--- src/rtl/clk_en_ctrl_pkg.sv ---
// Shared constants and state encoding for the slow-domain clock-enable controller.
// Core-side logic and the test harness import these so both agree on defaults.
package clk_en_ctrl_pkg;

  localparam int unsigned CE_DIV_W       = 8;
  localparam int unsigned CE_STEP_W      = 16;
  localparam int unsigned CE_DEFAULT_DIV = 4;

  typedef enum logic [1:0] {
    RUN    = 2'd0,
    HALTED = 2'd1,
    STEP   = 2'd2
  } ce_state_e;

endpackage

--- src/rtl/clk_en_period_cnt.sv ---
// Period counter: counts 0..cur_div-1 while active and flags the last cycle of a period.
// Held at 0 while inactive; restart forces the next period to start from 0.
module clk_en_period_cnt
  import clk_en_ctrl_pkg::*;
#(
  parameter int unsigned DIV_W = CE_DIV_W
) (
  input  logic             clk,
  input  logic             rst,
  input  logic             active,
  input  logic             restart,
  input  logic [DIV_W-1:0] cur_div,
  output logic             boundary_c
);

  logic [DIV_W-1:0] cnt;

  // cur_div is never 0, so cur_div-1 cannot underflow
  assign boundary_c = (cnt == (cur_div - DIV_W'(1)));

  always_ff @(posedge clk) begin
    if (rst) begin
      cnt <= '0;
    end else if (!active || restart || boundary_c) begin
      cnt <= '0;
    end else begin
      cnt <= cnt + DIV_W'(1);
    end
  end

endmodule

--- src/rtl/clk_en_ctrl.sv ---
// Clock-enable controller: issues a one-cycle core_ce every cur_div clocks, with
// boundary-aligned ratio updates and debug halt / multi-step for the core.
module clk_en_ctrl
  import clk_en_ctrl_pkg::*;
#(
  parameter int unsigned DIV_W       = CE_DIV_W,
  parameter int unsigned DEFAULT_DIV = CE_DEFAULT_DIV,
  parameter int unsigned STEP_W      = CE_STEP_W
) (
  input  logic              clk,
  input  logic              rst,
  input  logic              cfg_valid,
  input  logic [DIV_W-1:0]  cfg_div,
  output logic              cfg_ready,
  input  logic              halt_req,
  input  logic              step_valid,
  input  logic [STEP_W-1:0] step_cnt,
  output logic              step_ready,
  output logic              core_ce,
  output logic              halted,
  output logic [DIV_W-1:0]  cur_div
);

  ce_state_e         state;
  logic              pend_vld;
  logic [DIV_W-1:0]  pend_div;
  logic [STEP_W-1:0] step_left;
  logic              boundary_c;
  logic              active_c;
  logic              apply_c;

  assign active_c = (state != HALTED);
  // Pending ratio lands on a period boundary, or right away while frozen
  assign apply_c  = pend_vld && (boundary_c || !active_c);

  clk_en_period_cnt #(
    .DIV_W (DIV_W)
  ) u_period_cnt (
    .clk        (clk),
    .rst        (rst),
    .active     (active_c),
    .restart    (apply_c),
    .cur_div    (cur_div),
    .boundary_c (boundary_c)
  );

  // Run / halt / step sequencing with registered status outputs
  always_ff @(posedge clk) begin
    if (rst) begin
      state      <= RUN;
      step_left  <= '0;
      core_ce    <= 1'b0;
      halted     <= 1'b0;
      step_ready <= 1'b0;
    end else begin
      core_ce <= 1'b0;
      case (state)
        RUN: begin
          if (boundary_c) begin
            core_ce <= 1'b1;
            if (halt_req) begin
              state      <= HALTED;
              halted     <= 1'b1;
              step_ready <= 1'b1;
            end
          end
        end
        HALTED: begin
          if (!halt_req) begin
            state      <= RUN;
            halted     <= 1'b0;
            step_ready <= 1'b0;
          end else if (step_valid && (step_cnt != '0)) begin
            state      <= STEP;
            step_left  <= step_cnt;
            halted     <= 1'b0;
            step_ready <= 1'b0;
          end
        end
        STEP: begin
          if (boundary_c) begin
            core_ce   <= 1'b1;
            step_left <= step_left - STEP_W'(1);
            if (step_left == STEP_W'(1)) begin
              if (halt_req) begin
                state      <= HALTED;
                halted     <= 1'b1;
                step_ready <= 1'b1;
              end else begin
                state <= RUN;
              end
            end
          end
        end
        default: begin
          state      <= RUN;
          halted     <= 1'b0;
          step_ready <= 1'b0;
        end
      endcase
    end
  end

  // Single-entry ratio holding register; cfg_ready mirrors ~pend_vld
  always_ff @(posedge clk) begin
    if (rst) begin
      pend_vld  <= 1'b0;
      pend_div  <= DIV_W'(DEFAULT_DIV);
      cur_div   <= DIV_W'(DEFAULT_DIV);
      cfg_ready <= 1'b1;
    end else if (cfg_valid && cfg_ready) begin
      pend_vld  <= 1'b1;
      pend_div  <= (cfg_div == '0) ? DIV_W'(1) : cfg_div;
      cfg_ready <= 1'b0;
    end else if (apply_c) begin
      cur_div   <= pend_div;
      pend_vld  <= 1'b0;
      cfg_ready <= 1'b1;
    end
  end

endmodule
--- config.mk ---
export PLATFORM = sky130hd
export DESIGN_NAME = clk_en_ctrl
export DESIGN_NICKNAME = d
export VERILOG_FILES = /design/src/rtl/clk_en_ctrl_pkg.sv /design/src/rtl/clk_en_period_cnt.sv /design/src/rtl/clk_en_ctrl.sv
export SDC_FILE = /design/constraint.sdc
export NUM_CORES = 1
export LEC_CHECK = 0
export ABC_AREA = 1
export CELL_PAD_IN_SITES_DETAIL_PLACEMENT = 0
export CELL_PAD_IN_SITES_GLOBAL_PLACEMENT = 2
export CORE_ASPECT_RATIO = 1.2
export CORE_UTILIZATION = 30
export CTS_BUF_LIST = sky130_fd_sc_hd__clkbuf_2
export CTS_CLUSTER_DIAMETER = 80
export DETAILED_ROUTE_END_ITERATION = 16
export GPL_ROUTABILITY_DRIVEN = 1
export PLACE_DENSITY = 0.91
export REMOVE_ABC_BUFFERS = 1
export SETUP_SLACK_MARGIN = 0.05
export SLEW_MARGIN = 20
export SYNTH_ARGS = -nofsm -noshare
export SYNTH_HDL_FRONTEND = slang
export SYNTH_SLANG_ARGS = --single-unit
--- constraint.sdc ---
create_clock -name clk -period 2.55 [get_ports clk]
set_input_delay 0.255 -clock clk [delete_from_list [all_inputs] [get_ports clk]]
set_output_delay 0.255 -clock clk [all_outputs]
set_load 0.01 [all_outputs]
## Word-level counts from Yosys, hierarchy flattened

Cells that the tools add are included.

- Register bits after elaboration: 47
- Latch bits: 0
- Memory bits (writable): 0
- ROM bits: 0
- Input bits: 29
- Output and inout port bits: 12
- Logic and storage cells: 76
- Memories kept: 0

- Add/subtract/negate cells: 3
- Multipliers: 0
- Divide/modulo/power cells: 0
- $lt $le $gt $ge: 0
- Equality and inequality tests: 12
- Shift-type cells: 0
- Mux-type cells: 30
- Bitwise logic cells: 2
- Reductions and logical operators: 19

Operators by type and width:

| cell | count |
|---|---|
| $mux W16 | 3 |
| $pmux W16 S2 | 1 |
| $eq A16 B1 Y1 const B | 1 |
| $mux W1 | 16 |
| $reduce_bool A16 Y1 | 1 |
| $sub A16 B1 Y16 const B | 1 |
| $mux W2 | 6 |
| $ne A2 B2 Y1 const B | 6 |
| $add A8 B1 Y8 const B | 1 |
| $eq A8 B8 Y1 | 1 |
| $logic_not A8 Y1 | 1 |
| $mux W8 | 1 |
| $reduce_and A4 Y1 | 2 |
| $sub A8 B1 Y8 const B | 1 |
| $pmux W1 S3 | 2 |
| $pmux W2 S3 | 1 |
| $reduce_or A2 Y1 | 3 |
| $reduce_and A5 Y1 | 1 |
| $reduce_bool A2 Y1 | 2 |
| $logic_and A1 B1 Y1 | 3 |
| $logic_or A1 B1 Y1 | 3 |
| $ne A3 B3 Y1 const B | 1 |
| $eq A2 B1 Y1 const B | 1 |
| $eq A2 B2 Y1 const B | 1 |
| 5 further kinds | 6 |

## Logic depth before layout (Yosys ltp)

Gate-level depths: netlist (run 1).

- Depth in word-level cells: 7
- Mapped depth: 16
- Gate-level depth less buffers: 16

## By module

Synthesis (run 1) repeated with hierarchy kept, for this count alone.

- Cells, all modules: 458
- Area, all modules: 2890.3 um2

By module, submodules not included:

| module | times used | cells an instance | area an instance (um2) | sequential area each (um2) |
|---|---|---|---|---|
| clk_en_ctrl | 1 | 356 | 2252.2 | 780.7 |
| clk_en_period_cnt | 1 | 102 | 638.1 | 160.2 |

## Worst setup path before layout (run 1)

OpenSTA, ideal clock, no wires.

- Kind: reg-to-reg
- Start: reg cur_div[0]
- End: reg step_left[4]
- Arrival: 1.780 ns
- Slack: 0.657 ns
- Stages on the path, launching flop included: 17
- Buffers on the path: 1
- Clock period less this slack: 1.893 ns
- Cell sequence: dfxtp_1 -> inv_2 -> ha_1 -> inv_1 -> nand2_1 -> nand2_1 -> nor2_1 -> nand2_1 -> nor2_1 -> nand2_1 -> nor2_2 -> nand2_4 -> nand2_2 -> nand2_4 -> buf_6 -> o21ai_1 -> nor2_1

- Longest elaborated chain between the ends: 4

Ends and longest elaborated chain:

| element | line | text |
|---|---|---|
| from (decl) | clk_en_ctrl.sv:21 | `output logic [DIV_W-1:0] cur_div` |
| from (signal assigned) | clk_en_ctrl.sv:109 | `cur_div <= DIV_W'(DEFAULT_DIV);` |
| from (signal assigned) | clk_en_ctrl.sv:116 | `cur_div <= pend_div;` |
| $sub A8 B1 Y8 | clk_en_period_cnt.sv:19 | `assign boundary_c = (cnt == (cur_div - DIV_W'(1)));` |
| $eq A8 B8 Y1 | clk_en_period_cnt.sv:19 |  |
| $ne A2 B2 Y1 (no source line) | n/a |  |
| $reduce_and A4 Y1 (no source line) | n/a |  |
| to (signal assigned) | clk_en_ctrl.sv:75 | `step_left <= step_cnt;` |
| to (signal assigned) | clk_en_ctrl.sv:83 | `step_left <= step_left - STEP_W'(1);` |
| to (decl) | clk_en_ctrl.sv:27 | `logic [STEP_W-1:0] step_left;` |

Every way passes these cells.
A chain may end at the register's enable or synchronous reset.

## Final worst setup path (run 1)

- Start: reg cur_div[0]
- End: reg step_left[5]

Same word-level chain as after synthesis.

==> impl_metrics.prom, run 1 <==
# TYPE chip_impl_metric gauge
chip_impl_info{name="critPathSlowestCell",value="sky130_fd_sc_hd__dfxtp_1"} 1
chip_impl_info{name="timing.critical_path.from_type",value="flip-flop"} 1
chip_impl_metric{name="max-slew-margin-rel",unit=""} 0.622
chip_impl_metric{name="cts.sink_count",unit=""} 47
chip_impl_metric{name="tritoncts.num_buffers",unit=""} 5
chip_impl_metric{name="max_freq",unit="MHz"} 458
chip_impl_metric{name="place_hpwl",unit="um"} 5290
chip_impl_metric{name="place_area",unit="um^2"} 3280
chip_impl_metric{name="cts_max_path_buffers",unit=""} 2
chip_impl_info{name="r2r_start",value="cur_div[0]"} 1
chip_impl_metric{name="cts_hold_repair.buffers",unit=""} 0
chip_impl_metric{name="critPathMaxStageDelay",unit="ps"} 470
chip_impl_metric{name="die_y",unit="um"} 107
chip_impl_metric{name="globalRouteTotalUtil",unit=""} 0.159
chip_impl_info{name="cp_cell_sequence",value="inv_2, ha_1, inv_1, nand2_1, nand2_1, nor2_1, nand3_1, nand3b_1, nor2_2, nand3_2, nand2_4, nand2_1, nand2_1, nor2_1"} 1
chip_impl_metric{name="p_leak",unit="uW"} 0.00144
chip_impl_metric{name="design_area",unit="um^2"} 3320
chip_impl_metric{name="count_of_cell_types_in_the_netlist",unit=""} 31
chip_impl_metric{name="rows",unit=""} 37
chip_impl_metric{name="yosysWarningCount",unit=""} 0
chip_impl_metric{name="ff2ff_path_depth",unit=""} 14
chip_impl_metric{name="via_per_inst",unit=""} 4.59
chip_impl_metric{name="r2r_setup_slack",unit="ps"} 370
chip_impl_metric{name="clk_pin_slew",unit="ps"} 260
chip_impl_metric{name="clk_skew",unit="ps"} 24.3
chip_impl_metric{name="final_number_of_hold_violating_endpoints",unit=""} 0
chip_impl_metric{name="power.ir.vdd_worst",unit="uV"} 272
chip_impl_metric{name="finalCriticalPeriod",unit="ps"} 2180
chip_impl_metric{name="die_w",unit="um"} 89.5
chip_impl_metric{name="detailedRoute.firstIterationViolations",unit=""} 88
chip_impl_info{name="critical-path-top-cell-by-count",value="sky130_fd_sc_hd__nand2_1"} 1
chip_impl_metric{name="cts.repair.resized",unit=""} 0
chip_impl_metric{name="data_arrival_time_at_the_worst_slack_endpoint",unit="ps"} 2510
chip_impl_metric{name="syn_to_final_growth",unit="%"} 20.6
chip_impl_metric{name="final-setup-viol-count",unit=""} 0
chip_impl_info{name="timing.hold.worst_endpoint",value="pend_div[2]"} 1
chip_impl_metric{name="worst_hold_path.num_cells",unit=""} 3
chip_impl_metric{name="routed_wirelength",unit="um"} 6900
chip_impl_info{name="cts_root_buf",value="sky130_fd_sc_hd__clkbuf_2"} 1
chip_impl_metric{name="detailroute.via_count",unit=""} 2703
chip_impl_metric{name="final_min_period_over_clock_period",unit=""} 0.856
chip_impl_metric{name="netlist_area",unit="um^2"} 2760
chip_impl_metric{name="design.die.area",unit="um^2"} 9570
chip_impl_metric{name="multiInputGateArea",unit="um^2"} 1550
chip_impl_metric{name="drt_pre_antenna_iters",unit=""} 4
chip_impl_metric{name="overflow",unit=""} 0
chip_impl_info{name="grt_setup_unrepaired",value="false"} 1
chip_impl_metric{name="drive_gt1_frac",unit=""} 0.0890
chip_impl_metric{name="postSynthCellCount",unit=""} 429
chip_impl_metric{name="coreArea",unit="um^2"} 8750
chip_impl_metric{name="cp_data_required_time",unit="ps"} 2880
chip_impl_metric{name="postCtsSetupRepairBufs",unit=""} 0
chip_impl_info{name="cts_tree",value="yes"} 1
chip_impl_metric{name="worst-slew-pin-transition",unit="ps"} 561
chip_impl_metric{name="fin_cells",unit=""} 589
chip_impl_info{name="r2r-end",value="step_left[5]"} 1
chip_impl_metric{name="placed_cells",unit=""} 581
chip_impl_metric{name="boundaryPins",unit=""} 41
chip_impl_metric{name="drt-wirelength-per-cell",unit="um"} 11.7
chip_impl_info{name="status",value="completed"} 1
chip_impl_metric{name="finalWeightedCongestion",unit=""} 0.806
chip_impl_info{name="crit_family",value="simple AND/OR/NAND/NOR gates"} 1
chip_impl_metric{name="diodes_inserted",unit=""} 0
chip_impl_metric{name="cp_max_fo",unit=""} 16
chip_impl_metric{name="latest_clock_arrival_within_the_worst_skew_pair",unit="ps"} 420
chip_impl_metric{name="drtAntennaViolNets",unit=""} 0
chip_impl_metric{name="grt_first_pass_wirelength",unit="um"} 11700
chip_impl_metric{name="synth_sequential_area_ratio",unit=""} 0.342
chip_impl_metric{name="final_max_slew_viol_count",unit=""} 0
chip_impl_metric{name="area.sequential",unit="um^2"} 941
chip_impl_info{name="setup.worst_path.class",value="flip-flop to flip-flop"} 1
chip_impl_metric{name="ys_ff_latch",unit=""} 47
chip_impl_metric{name="grt_pass1_vias",unit=""} 2577
chip_impl_metric{name="path_buf_inv",unit=""} 2
chip_impl_metric{name="power_density",unit="nW/um^2"} 634
chip_impl_info{name="hold_path_startpoint",value="cfg_div[2]"} 1
chip_impl_metric{name="i_o_buffers",unit=""} 40
chip_impl_metric{name="fin_tns_setup",unit="ps"} 0
chip_impl_metric{name="avgSynthCellArea",unit="um^2"} 6.42
chip_impl_metric{name="fillCellCount",unit=""} 949
chip_impl_metric{name="largest_net_degree_at_the_start_of_global_routing",unit=""} 20
chip_impl_metric{name="htree_num_levels",unit=""} 2
chip_impl_metric{name="start_util",unit=""} 0.315
chip_impl_metric{name="remaining_drcs",unit=""} 0
chip_impl_info{name="worst_min_path_class",value="input pin to flip-flop"} 1
chip_impl_metric{name="grt_antenna_before_repair",unit=""} 0
chip_impl_metric{name="finalNetCount",unit=""} 504
chip_impl_info{name="worst_setup_path_end_kind",value="flip-flop"} 1
chip_impl_metric{name="drv_cap",unit=""} 0
synth_stat cells:
cell	number	area share
sky130_fd_sc_hd__nand2_1	118	0.16
sky130_fd_sc_hd__nor2_1	59	0.080
sky130_fd_sc_hd__inv_1	48	0.065
sky130_fd_sc_hd__dfxtp_1	47	0.34
sky130_fd_sc_hd__nand3_1	30	0.054
sky130_fd_sc_hd__o21ai_0	24	0.044
sky130_fd_sc_hd__a21oi_1	21	0.038
sky130_fd_sc_hd__clkbuf_1	8	0.011
sky130_fd_sc_hd__nor3_1	7	0.013
sky130_fd_sc_hd__nand2_2	6	0.014
sky130_fd_sc_hd__nor2_2	6	0.014
sky130_fd_sc_hd__xor2_1	6	0.019
sky130_fd_sc_hd__inv_2	5	0.0068
sky130_fd_sc_hd__nand4_1	5	0.011
sky130_fd_sc_hd__nor4_1	5	0.011
sky130_fd_sc_hd__xnor2_1	5	0.016
sky130_fd_sc_hd__a21oi_2	4	0.013
sky130_fd_sc_hd__ha_1	4	0.018
sky130_fd_sc_hd__nand2_4	3	0.012
sky130_fd_sc_hd__o21ai_1	3	0.0054
sky130_fd_sc_hd__a211oi_1	2	0.0054
sky130_fd_sc_hd__nand3_2	2	0.0073
sky130_fd_sc_hd__nor3b_1	2	0.0054
sky130_fd_sc_hd__or2_2	2	0.0045
sky130_fd_sc_hd__a21o_1	1	0.0027
sky130_fd_sc_hd__buf_12	1	0.0073
sky130_fd_sc_hd__buf_6	1	0.0041
sky130_fd_sc_hd__nand3_4	1	0.0064
sky130_fd_sc_hd__nand3b_1	1	0.0027
sky130_fd_sc_hd__o21a_1	1	0.0027
sky130_fd_sc_hd__o21ai_2	1	0.0032
worst reg2reg max path: cells and delay by family (launching register included):
kind,cells,cell delay (ps)
adder cells (fa/ha/maj),1,310
buffers and inverters,2,130
flip-flops,1,470
AND/OR/NAND/NOR,11,1170
layout by cell type, fill, tap and decap left out, drive strengths merged, types with 4 or more instances in the layout:
master,count
nand2,127
nor2,65
inv,53
dfxtp,47
clkdlybuf4s50,40
nand3,33
o21ai,28
a21oi,25
nor3,7
xor2,6
xnor2,5
nor4,5
nand4,5
clkbuf,5
buf,5
ha,4
sequential cells by signal, indices dropped and copies added (netlist names):
register and count:
core_ce 1, cur_div 8, pend_vld 1, cfg_ready 1, state 2, step_ready 1, pend_div 8, halted 1
u_period_cnt.cnt 8, step_left 16
how the worst max path moves through the flow:
stage,start,end,slack [ps],cells past startpoint
final,cur_div[0],step_left[5],370,14
after global routing,cur_div[0],cur_div[0],140,16
after CTS,cur_div[0],cur_div[1],330,16
after detailed placement,step_cnt[10],step_left[5],240,9
after global placement,step_cnt[10],step_left[5],220,9
after floorplan,cur_div[0],cur_div[2],680,15
power breakdown:
group | total, uW | switching, uW | internal [uW]
clock | 316 | 250 | 66.1
sequential | 865 | 55.7 | 809
combinational | 925 | 577 | 349
metal layers:
| metal | share of wire | wire length [um] | global-route usage |
|---|---|---|---|
| met5 | 0 | 0 | 0 |
| met4 | 0.020 | 141 | 0.0601 |
| met3 | 0.025 | 171 | 0.0277 |
| met2 | 0.50 | 3480 | 0.281 |
| met1 | 0.45 | 3110 | 0.187 |
kinds of logic (layout without fill, tap and decap cells):
logic type | Yosys count | in the layout | share of synthesized area
compound gates | 57 | 57 | 0.114
xor+xnor | 11 | 11 | 0.0350
fa+ha+maj | 4 | 4 | 0.0182
buf+inv | 63 | 106 | 0.0945
flops | 47 | 47 | 0.342
simple gates | 247 | 247 | 0.397
layout make-up:
class                   instances  share of cell area
clock inverters                 3             0.00602
inverters                      53              0.0599
flip-flops and latches         47               0.283
repair buffers                 45               0.132
well taps                     117              0.0441
multi-input cells             319               0.468
clock buffers                   5             0.00753
through the flow:
| stage | utilization | total power (uW) | hold slack, ps | worst slack, ps |
|---|---|---|---|---|
| after detailed placement | 0.375 | 1810 | 445 | 242 |
| after global placement | 0.375 | 1810 | 444 | 219 |
| final | 0.380 | 2110 | 399 | 366 |
| after CTS | 0.380 | 2140 | 379 | 330 |
| after floorplan | - | 1510 | 317 | 677 |
| after global routing | 0.380 | 2310 | 351 | 142 |
(Power assumes the default switching activity.)
==> run 2: changes to the inputs <==
Settings changed: CTS_BUF_LIST sky130_fd_sc_hd__clkbuf_2 to sky130_fd_sc_hd__clkbuf_2 sky130_fd_sc_hd__clkbuf_4 sky130_fd_sc_hd__clkbuf_8.
==> run 2 against run 1 <==
Compared with the run above: clock skew is 16 ps lower; design area rose by 1.6%; maximum frequency increased by 1.3%; critical path type unchanged; critical endpoint is now cur_div[2]; largest cell class unchanged; largest power group unchanged.
==> impl_metrics.prom, run 2 (same netlist as run 1, synthesis figures left out) <==
# TYPE chip_impl_metric gauge
chip_impl_metric{name="coreArea",unit="um^2"} 8750
chip_impl_metric{name="power.ir.vdd_worst",unit="uV"} 280
chip_impl_metric{name="power.sequential.fraction",unit=""} 0.380
chip_impl_metric{name="critPathMaxStageDelay",unit="ps"} 420
chip_impl_metric{name="cts.sink_count",unit=""} 47
chip_impl_metric{name="worst-slew-pin-transition",unit="ps"} 585
chip_impl_metric{name="cp_data_required_time",unit="ps"} 2750
chip_impl_metric{name="clk_skew",unit="ps"} 7.83
chip_impl_metric{name="via_per_inst",unit=""} 4.59
chip_impl_metric{name="finalCriticalPeriod",unit="ps"} 2160
chip_impl_metric{name="grt_first_pass_wirelength",unit="um"} 11700
chip_impl_metric{name="setup_slack",unit="ps"} 393
chip_impl_metric{name="number_of_flip_flops_under_the_largest_register_name",unit=""} 16
chip_impl_metric{name="worst_hold_path.num_cells",unit=""} 2
chip_impl_metric{name="finalWeightedCongestion",unit=""} 0.806
chip_impl_metric{name="clk_pin_slew",unit="ps"} 90
chip_impl_info{name="crit_family",value="simple AND/OR/NAND/NOR gates"} 1
chip_impl_metric{name="cts_hold_repair.buffers",unit=""} 0
chip_impl_metric{name="final-setup-viol-count",unit=""} 0
chip_impl_metric{name="global_route.usage.met3",unit=""} 0.0285
chip_impl_info{name="hold_path_startpoint",value="pend_div[1]"} 1
chip_impl_metric{name="syn_to_final_growth",unit="%"} 22.6
chip_impl_metric{name="start_util",unit=""} 0.315
chip_impl_metric{name="drt_pre_antenna_iters",unit=""} 4
chip_impl_metric{name="detailedRoute.firstIterationViolations",unit=""} 88
chip_impl_metric{name="met2_track_utilization_from_global_routing",unit=""} 0.282
chip_impl_info{name="r2r-end",value="cur_div[2]"} 1
chip_impl_metric{name="data_arrival_time_at_the_worst_slack_endpoint",unit="ps"} 2350
chip_impl_metric{name="final_max_slew_viol_count",unit=""} 0
chip_impl_info{name="cts_root_buf",value="sky130_fd_sc_hd__clkbuf_8"} 1
chip_impl_metric{name="power.net_switching",unit="uW"} 895
chip_impl_info{name="cts_tree",value="yes"} 1
chip_impl_metric{name="final_util",unit=""} 0.386
chip_impl_metric{name="drt-wirelength-per-cell",unit="um"} 11.7
chip_impl_metric{name="place_hpwl",unit="um"} 5290
chip_impl_info{name="final_cell_mix",value="sky130_fd_sc_hd__nand2_1, sky130_fd_sc_hd__nor2_1, sky130_fd_sc_hd__inv_1"} 1
chip_impl_metric{name="largest_net_degree_at_the_start_of_global_routing",unit=""} 20
chip_impl_metric{name="drtAntennaViolNets",unit=""} 0
chip_impl_info{name="timing.critical_path.from_type",value="flip-flop"} 1
chip_impl_metric{name="drive_gt1_frac",unit=""} 0.0911
chip_impl_metric{name="final_number_of_hold_violating_endpoints",unit=""} 0
chip_impl_info{name="critical-path-top-cell-by-count",value="sky130_fd_sc_hd__nand2_1"} 1
chip_impl_metric{name="cts_max_path_buffers",unit=""} 2
chip_impl_metric{name="cp_max_fo",unit=""} 9
chip_impl_metric{name="fin_tns_setup",unit="ps"} 0
chip_impl_metric{name="pre_cts_ws",unit="ps"} 242
chip_impl_info{name="setup.worst_path.class",value="flip-flop to flip-flop"} 1
chip_impl_info{name="largest_register",value="step_left"} 1
chip_impl_metric{name="drv_cap",unit=""} 0
chip_impl_metric{name="overflow",unit=""} 0
chip_impl_metric{name="final_min_period_over_clock_period",unit=""} 0.846
chip_impl_info{name="worst_setup_path_end_kind",value="flip-flop"} 1
chip_impl_metric{name="routed_wirelength",unit="um"} 6910
chip_impl_info{name="grt_setup_unrepaired",value="false"} 1
chip_impl_metric{name="htree_num_levels",unit=""} 2
chip_impl_metric{name="grt_antenna_before_repair",unit=""} 0
chip_impl_metric{name="latest_clock_arrival_within_the_worst_skew_pair",unit="ps"} 300
chip_impl_info{name="mostFrequentLayoutCell",value="sky130_fd_sc_hd__nand2_1"} 1
chip_impl_metric{name="remaining_drcs",unit=""} 0
chip_impl_metric{name="rows",unit=""} 37
chip_impl_metric{name="fin_total_pwr",unit="uW"} 2270
chip_impl_metric{name="i_o_buffers",unit=""} 40
chip_impl_info{name="cp_cell_sequence",value="inv_2, ha_1, inv_1, nand2_1, nand2_1, nor2_1, nand2_1, nor2_1, nand2_1, nor2_2, nand2_4, nand2_2, nand3_4, inv_2, o21ai_0"} 1
chip_impl_metric{name="p_leak",unit="uW"} 0.00146
chip_impl_metric{name="p_sw_frac",unit=""} 0.394
chip_impl_metric{name="global_route.usage.met1",unit=""} 0.187
chip_impl_metric{name="clock_power_share",unit=""} 0.213
chip_impl_metric{name="tritoncts.num_buffers",unit=""} 5
chip_impl_metric{name="die_w",unit="um"} 89.5
chip_impl_metric{name="ff2ff_path_depth",unit=""} 15
chip_impl_info{name="busiest_layer",value="met2"} 1
chip_impl_metric{name="finalNetCount",unit=""} 504
chip_impl_metric{name="die_y",unit="um"} 107
chip_impl_info{name="timing.hold.worst_endpoint",value="pend_div[1]"} 1
chip_impl_metric{name="postCtsSetupRepairBufs",unit=""} 0
chip_impl_metric{name="cts.repair.resized",unit=""} 0
chip_impl_info{name="r2r_start",value="cur_div[0]"} 1
chip_impl_info{name="status",value="completed"} 1
chip_impl_metric{name="share_comb_of_total_power",unit=""} 0.407
chip_impl_metric{name="path_buf_inv",unit=""} 3
chip_impl_metric{name="diodes_inserted",unit=""} 0
chip_impl_metric{name="boundaryPins",unit=""} 41
chip_impl_metric{name="max-slew-margin-rel",unit=""} 0.606
chip_impl_info{name="worst_min_path_class",value="flip-flop to flip-flop"} 1
chip_impl_metric{name="r2r_setup_slack",unit="ps"} 390
chip_impl_metric{name="detailroute.via_count",unit=""} 2701
chip_impl_metric{name="globalRouteTotalUtil",unit=""} 0.159
chip_impl_info{name="critPathSlowestCell",value="sky130_fd_sc_hd__dfxtp_1"} 1
chip_impl_metric{name="p_int",unit="uW"} 1380
chip_impl_metric{name="max_freq",unit="MHz"} 464
chip_impl_metric{name="design.die.area",unit="um^2"} 9570
chip_impl_metric{name="grt_pass1_vias",unit=""} 2580
chip_impl_metric{name="power_density",unit="nW/um^2"} 673
[run 2: worst max path at each step]
stage | depth (start not counted) | endpoint | slack [ps] | from
floorplan | 15 | cur_div[2] | 680 | cur_div[0]
global placement | 9 | step_left[5] | 220 | step_cnt[10]
detailed placement | 9 | step_left[5] | 240 | step_cnt[10]
CTS | 15 | cur_div[2] | 350 | cur_div[0]
global route | 15 | cur_div[2] | 160 | cur_div[0]
finish | 15 | cur_div[2] | 390 | cur_div[0]
[run 2: metal layers]
metal  up-vias  wire, um
met3        10       217
met1      1195      3060
met2        51      3500
met5         -         0
li1       1445         -
met4         0       129
[run 2: per-stage QoR]
stage	hold WS, ps	std cells	cell area (um^2)
5_1_grt	485	589	3380
3_5_place_dp	445	581	3280
3_3_place_gp	444	581	3280
2_1_floorplan	317	419	2690
6_report	455	589	3380
4_1_cts	459	589	3380
[run 2: tightest hold or removal path: cells and delay by family, from the launching register on]
| kind | cells | cell delay [ps] |
|---|---|---|
| flip-flops | 1 | 310 |
| buffers and inverters | 1 | 60 |
| AO/OA/AOI/OAI | 1 | 50 |
[run 2: final cells by class]
class                           instances  area, um^2
Inverter                               53         199
Sequential cell                        47         941
Clock buffer                            6        82.6
Tap cell                              117         146
Fill cell                             945        5370
Timing Repair Buffer                   45         438
Clock inverter                          2        16.3
Multi-Input combinational cell        319        1550
[run 2: power groups by stage]
| stage | clock network (uW) | registers [uW] | logic, uW |
|---|---|---|---|
| after floorplan | 0 | 874 | 640 |
| after global placement | 0 | 877 | 928 |
| after detailed placement | 0 | 881 | 930 |
| after CTS | 503 | 863 | 935 |
| after global routing | 538 | 872 | 1070 |
| final | 484 | 862 | 926 |
==> run 3: changes to the inputs <==
Clock period 2.55 ns to 2.2 ns, I/O delays scaled along.
==> run 3 against run 2 <==
Compared with the run above: sequential share of layout area is 1.1 points lower; setup slack worse by 170 ps; combinational power is 26% higher; maximum frequency is 9.3% higher; hold slack better by 0.82 ps; via count is 2.0% higher; sequential cell count stayed put; highest routed layer unchanged; critical endpoint unchanged; die area stayed put; design area is 4.9% higher; critical path depth stayed put; non-clock buffer count is 2 higher.
==> impl_metrics.prom, run 3 (same netlist as run 1, synthesis figures left out) <==
# TYPE chip_impl_metric gauge
chip_impl_metric{name="start_util",unit=""} 0.315
chip_impl_metric{name="drt-wirelength-per-cell",unit="um"} 11.7
chip_impl_metric{name="final-setup-viol-count",unit=""} 0
chip_impl_metric{name="data_arrival_time_at_the_worst_slack_endpoint",unit="ps"} 2170
chip_impl_metric{name="final_min_period_over_clock_period",unit=""} 0.897
chip_impl_info{name="cts_root_buf",value="sky130_fd_sc_hd__clkbuf_8"} 1
chip_impl_metric{name="drv_cap",unit=""} 0
chip_impl_info{name="crit_family",value="simple AND/OR/NAND/NOR gates"} 1
chip_impl_info{name="critical-path-top-cell-by-count",value="sky130_fd_sc_hd__nand2_1"} 1
chip_impl_info{name="critPathSlowestCell",value="sky130_fd_sc_hd__dfxtp_4"} 1
chip_impl_info{name="r2r_start",value="cur_div[1]"} 1
chip_impl_info{name="mostFrequentLayoutCell",value="sky130_fd_sc_hd__nand2_1"} 1
chip_impl_metric{name="power_density",unit="nW/um^2"} 797
chip_impl_metric{name="remaining_drcs",unit=""} 0
chip_impl_metric{name="drtAntennaViolNets",unit=""} 0
chip_impl_metric{name="number_of_flip_flops_under_the_largest_register_name",unit=""} 16
chip_impl_info{name="final_cell_mix",value="sky130_fd_sc_hd__nand2_1, sky130_fd_sc_hd__nor2_1, sky130_fd_sc_hd__inv_1"} 1
chip_impl_metric{name="final_number_of_hold_violating_endpoints",unit=""} 0
chip_impl_metric{name="p_sw_frac",unit=""} 0.385
chip_impl_metric{name="cts_max_path_buffers",unit=""} 2
chip_impl_metric{name="via_per_inst",unit=""} 4.64
chip_impl_metric{name="grt_pass1_vias",unit=""} 2601
chip_impl_metric{name="die_y",unit="um"} 107
chip_impl_metric{name="finalNetCount",unit=""} 508
chip_impl_metric{name="drive_gt1_frac",unit=""} 0.124
chip_impl_metric{name="cts.sink_count",unit=""} 47
chip_impl_metric{name="power.net_switching",unit="uW"} 1090
chip_impl_metric{name="drt_pre_antenna_iters",unit=""} 4
chip_impl_metric{name="timing.hold.ws",unit="ps"} 456
chip_impl_metric{name="fin_tns_setup",unit="ps"} 0
chip_impl_metric{name="htree_num_levels",unit=""} 2
chip_impl_info{name="worst_min_path_class",value="flip-flop to flip-flop"} 1
chip_impl_metric{name="share_comb_of_total_power",unit=""} 0.414
chip_impl_metric{name="largest_net_degree_at_the_start_of_global_routing",unit=""} 23
chip_impl_metric{name="final_max_slew_viol_count",unit=""} 0
chip_impl_metric{name="i_o_buffers",unit=""} 40
chip_impl_metric{name="final_util",unit=""} 0.405
chip_impl_metric{name="overflow",unit=""} 0
chip_impl_metric{name="coreArea",unit="um^2"} 8750
chip_impl_metric{name="syn_to_final_growth",unit="%"} 28.6
chip_impl_info{name="setup.worst_path.class",value="flip-flop to flip-flop"} 1
chip_impl_metric{name="path_buf_inv",unit=""} 3
chip_impl_info{name="cp_cell_sequence",value="inv_1, ha_4, inv_1, nand2_1, nand2_1, nor2_2, nand2_1, nor2_1, nand2_1, nor2_2, nand2_4, nand2_4, nand3_4, inv_4, o21ai_0"} 1
chip_impl_metric{name="clk_pin_slew",unit="ps"} 90
chip_impl_info{name="cts_tree",value="yes"} 1
chip_impl_metric{name="cts_hold_repair.buffers",unit=""} 0
chip_impl_metric{name="globalRouteTotalUtil",unit=""} 0.157
chip_impl_metric{name="fillCellCount",unit=""} 942
chip_impl_metric{name="power.sequential.fraction",unit=""} 0.353
chip_impl_info{name="status",value="completed"} 1
chip_impl_metric{name="p_leak",unit="uW"} 0.00151
chip_impl_metric{name="cp.depth",unit=""} 15
chip_impl_metric{name="max-slew-margin-rel",unit=""} 0.590
chip_impl_metric{name="diodes_inserted",unit=""} 0
chip_impl_metric{name="grt_first_pass_wirelength",unit="um"} 11700
chip_impl_metric{name="cp_data_required_time",unit="ps"} 2390
chip_impl_metric{name="tritoncts.num_buffers",unit=""} 5
chip_impl_metric{name="grt_antenna_before_repair",unit=""} 0
chip_impl_metric{name="die_w",unit="um"} 89.5
chip_impl_info{name="grt_setup_unrepaired",value="false"} 1
chip_impl_info{name="r2r-end",value="cur_div[2]"} 1
chip_impl_metric{name="rows",unit=""} 37
chip_impl_metric{name="max_freq",unit="MHz"} 507
chip_impl_metric{name="boundaryPins",unit=""} 41
chip_impl_metric{name="worst-slew-pin-transition",unit="ps"} 614
chip_impl_metric{name="detailedRoute.firstIterationViolations",unit=""} 81
chip_impl_metric{name="routed_wirelength",unit="um"} 6970
chip_impl_metric{name="clock_power_share",unit=""} 0.233
chip_impl_info{name="timing.critical_path.from_type",value="flip-flop"} 1
chip_impl_metric{name="clk_skew",unit="ps"} 7.88
chip_impl_metric{name="place_hpwl",unit="um"} 5220
chip_impl_metric{name="cp_max_fo",unit=""} 7
chip_impl_metric{name="power.ir.vdd_worst",unit="uV"} 308
chip_impl_info{name="worst_setup_path_end_kind",value="flip-flop"} 1
chip_impl_metric{name="p_int",unit="uW"} 1740
chip_impl_metric{name="latest_clock_arrival_within_the_worst_skew_pair",unit="ps"} 300
chip_impl_metric{name="finalWeightedCongestion",unit=""} 0.783
chip_impl_metric{name="ff2ff_path_depth",unit=""} 15
chip_impl_info{name="cp-endpoint",value="cur_div[2]"} 1
chip_impl_metric{name="finalCriticalPeriod",unit="ps"} 1970
chip_impl_metric{name="critPathMaxStageDelay",unit="ps"} 370
chip_impl_info{name="largest_register",value="step_left"} 1
chip_impl_info{name="crit_start",value="cur_div[1]"} 1
chip_impl_metric{name="detailroute.via_count",unit=""} 2754
chip_impl_metric{name="fin_total_pwr",unit="uW"} 2820
chip_impl_metric{name="design.die.area",unit="um^2"} 9570
chip_impl_metric{name="r2r_setup_slack",unit="ps"} 230
run 3: cell types whose count changed in the layout (fill, tap and decap cells not counted), moves of 2 or more:
cell / previous run / this run
sky130_fd_sc_hd__o21ai_2: 1 / 6
sky130_fd_sc_hd__o21ai_0: 24 / 19
sky130_fd_sc_hd__dfxtp_4: 0 / 2
sky130_fd_sc_hd__dfxtp_1: 47 / 45
sky130_fd_sc_hd__nand2_8: 0 / 2
sky130_fd_sc_hd__inv_2: 5 / 3
sky130_fd_sc_hd__inv_4: 0 / 2
run 3: timing repair:
action	CTS	global route
gates cloned	0	2
setup buffers	0	1
endpoints found under the setup margin	5	29
pin swaps	0	7
gates resized for setup	1	27
run 3: how the worst min path moves through the flow:
stage | end | depth (start not counted) | from | slack (ps)
2_1_floorplan | step_left[3] | 1 | rst | 280
3_3_place_gp | pend_div[3] | 2 | pend_div[3] | 440
3_5_place_dp | pend_div[1] | 2 | pend_div[1] | 440
4_1_cts | pend_div[1] | 2 | pend_div[1] | 460
5_1_grt | step_ready | 2 | step_ready | 490
6_report | halted | 2 | halted | 460
run 3: worst min-delay path: stages (launching register included):
cell	delay, ps
sky130_fd_sc_hd__dfxtp_1	310
sky130_fd_sc_hd__inv_1	50
sky130_fd_sc_hd__a21oi_1	50
run 3: metal layers:
metal  track usage  routed length (um)  vias up
met3        0.0208                 193        6
met1         0.198                3260     1244
met5             0                   0        -
met4        0.0431                  79        0
li1              -                   -     1461
met2         0.274                3440       43
run 3: cell type report:
class                   instances  area, um^2  area share
clock inverters                 2        35.0     0.00989
repair buffers                 47         465       0.131
inverters                      53         204      0.0576
clock buffers                   6        82.6      0.0233
well taps                     117         146      0.0413
flip-flops and latches         47         948       0.268
multi-input cells             321        1660       0.469
run 3: power by group through the flow:
stage               logic, uW  registers [uW]  clock network (uW)
floorplan                 742            1010                   0
global placement         1090            1020                   0
detailed placement       1090            1020                   0
CTS                      1100             999                 687
global route             1340            1010                 718
finish                   1170             998                 657
run 3: per-stage QoR:
step           setup WS (ps)  cells  cell area [um^2]
2_1_floorplan            327    419              2690
3_3_place_gp            48.2    582              3300
3_5_place_dp            48.9    582              3300
4_1_cts                 70.2    590              3420
5_1_grt                 43.3    593              3540
6_report                 226    593              3540
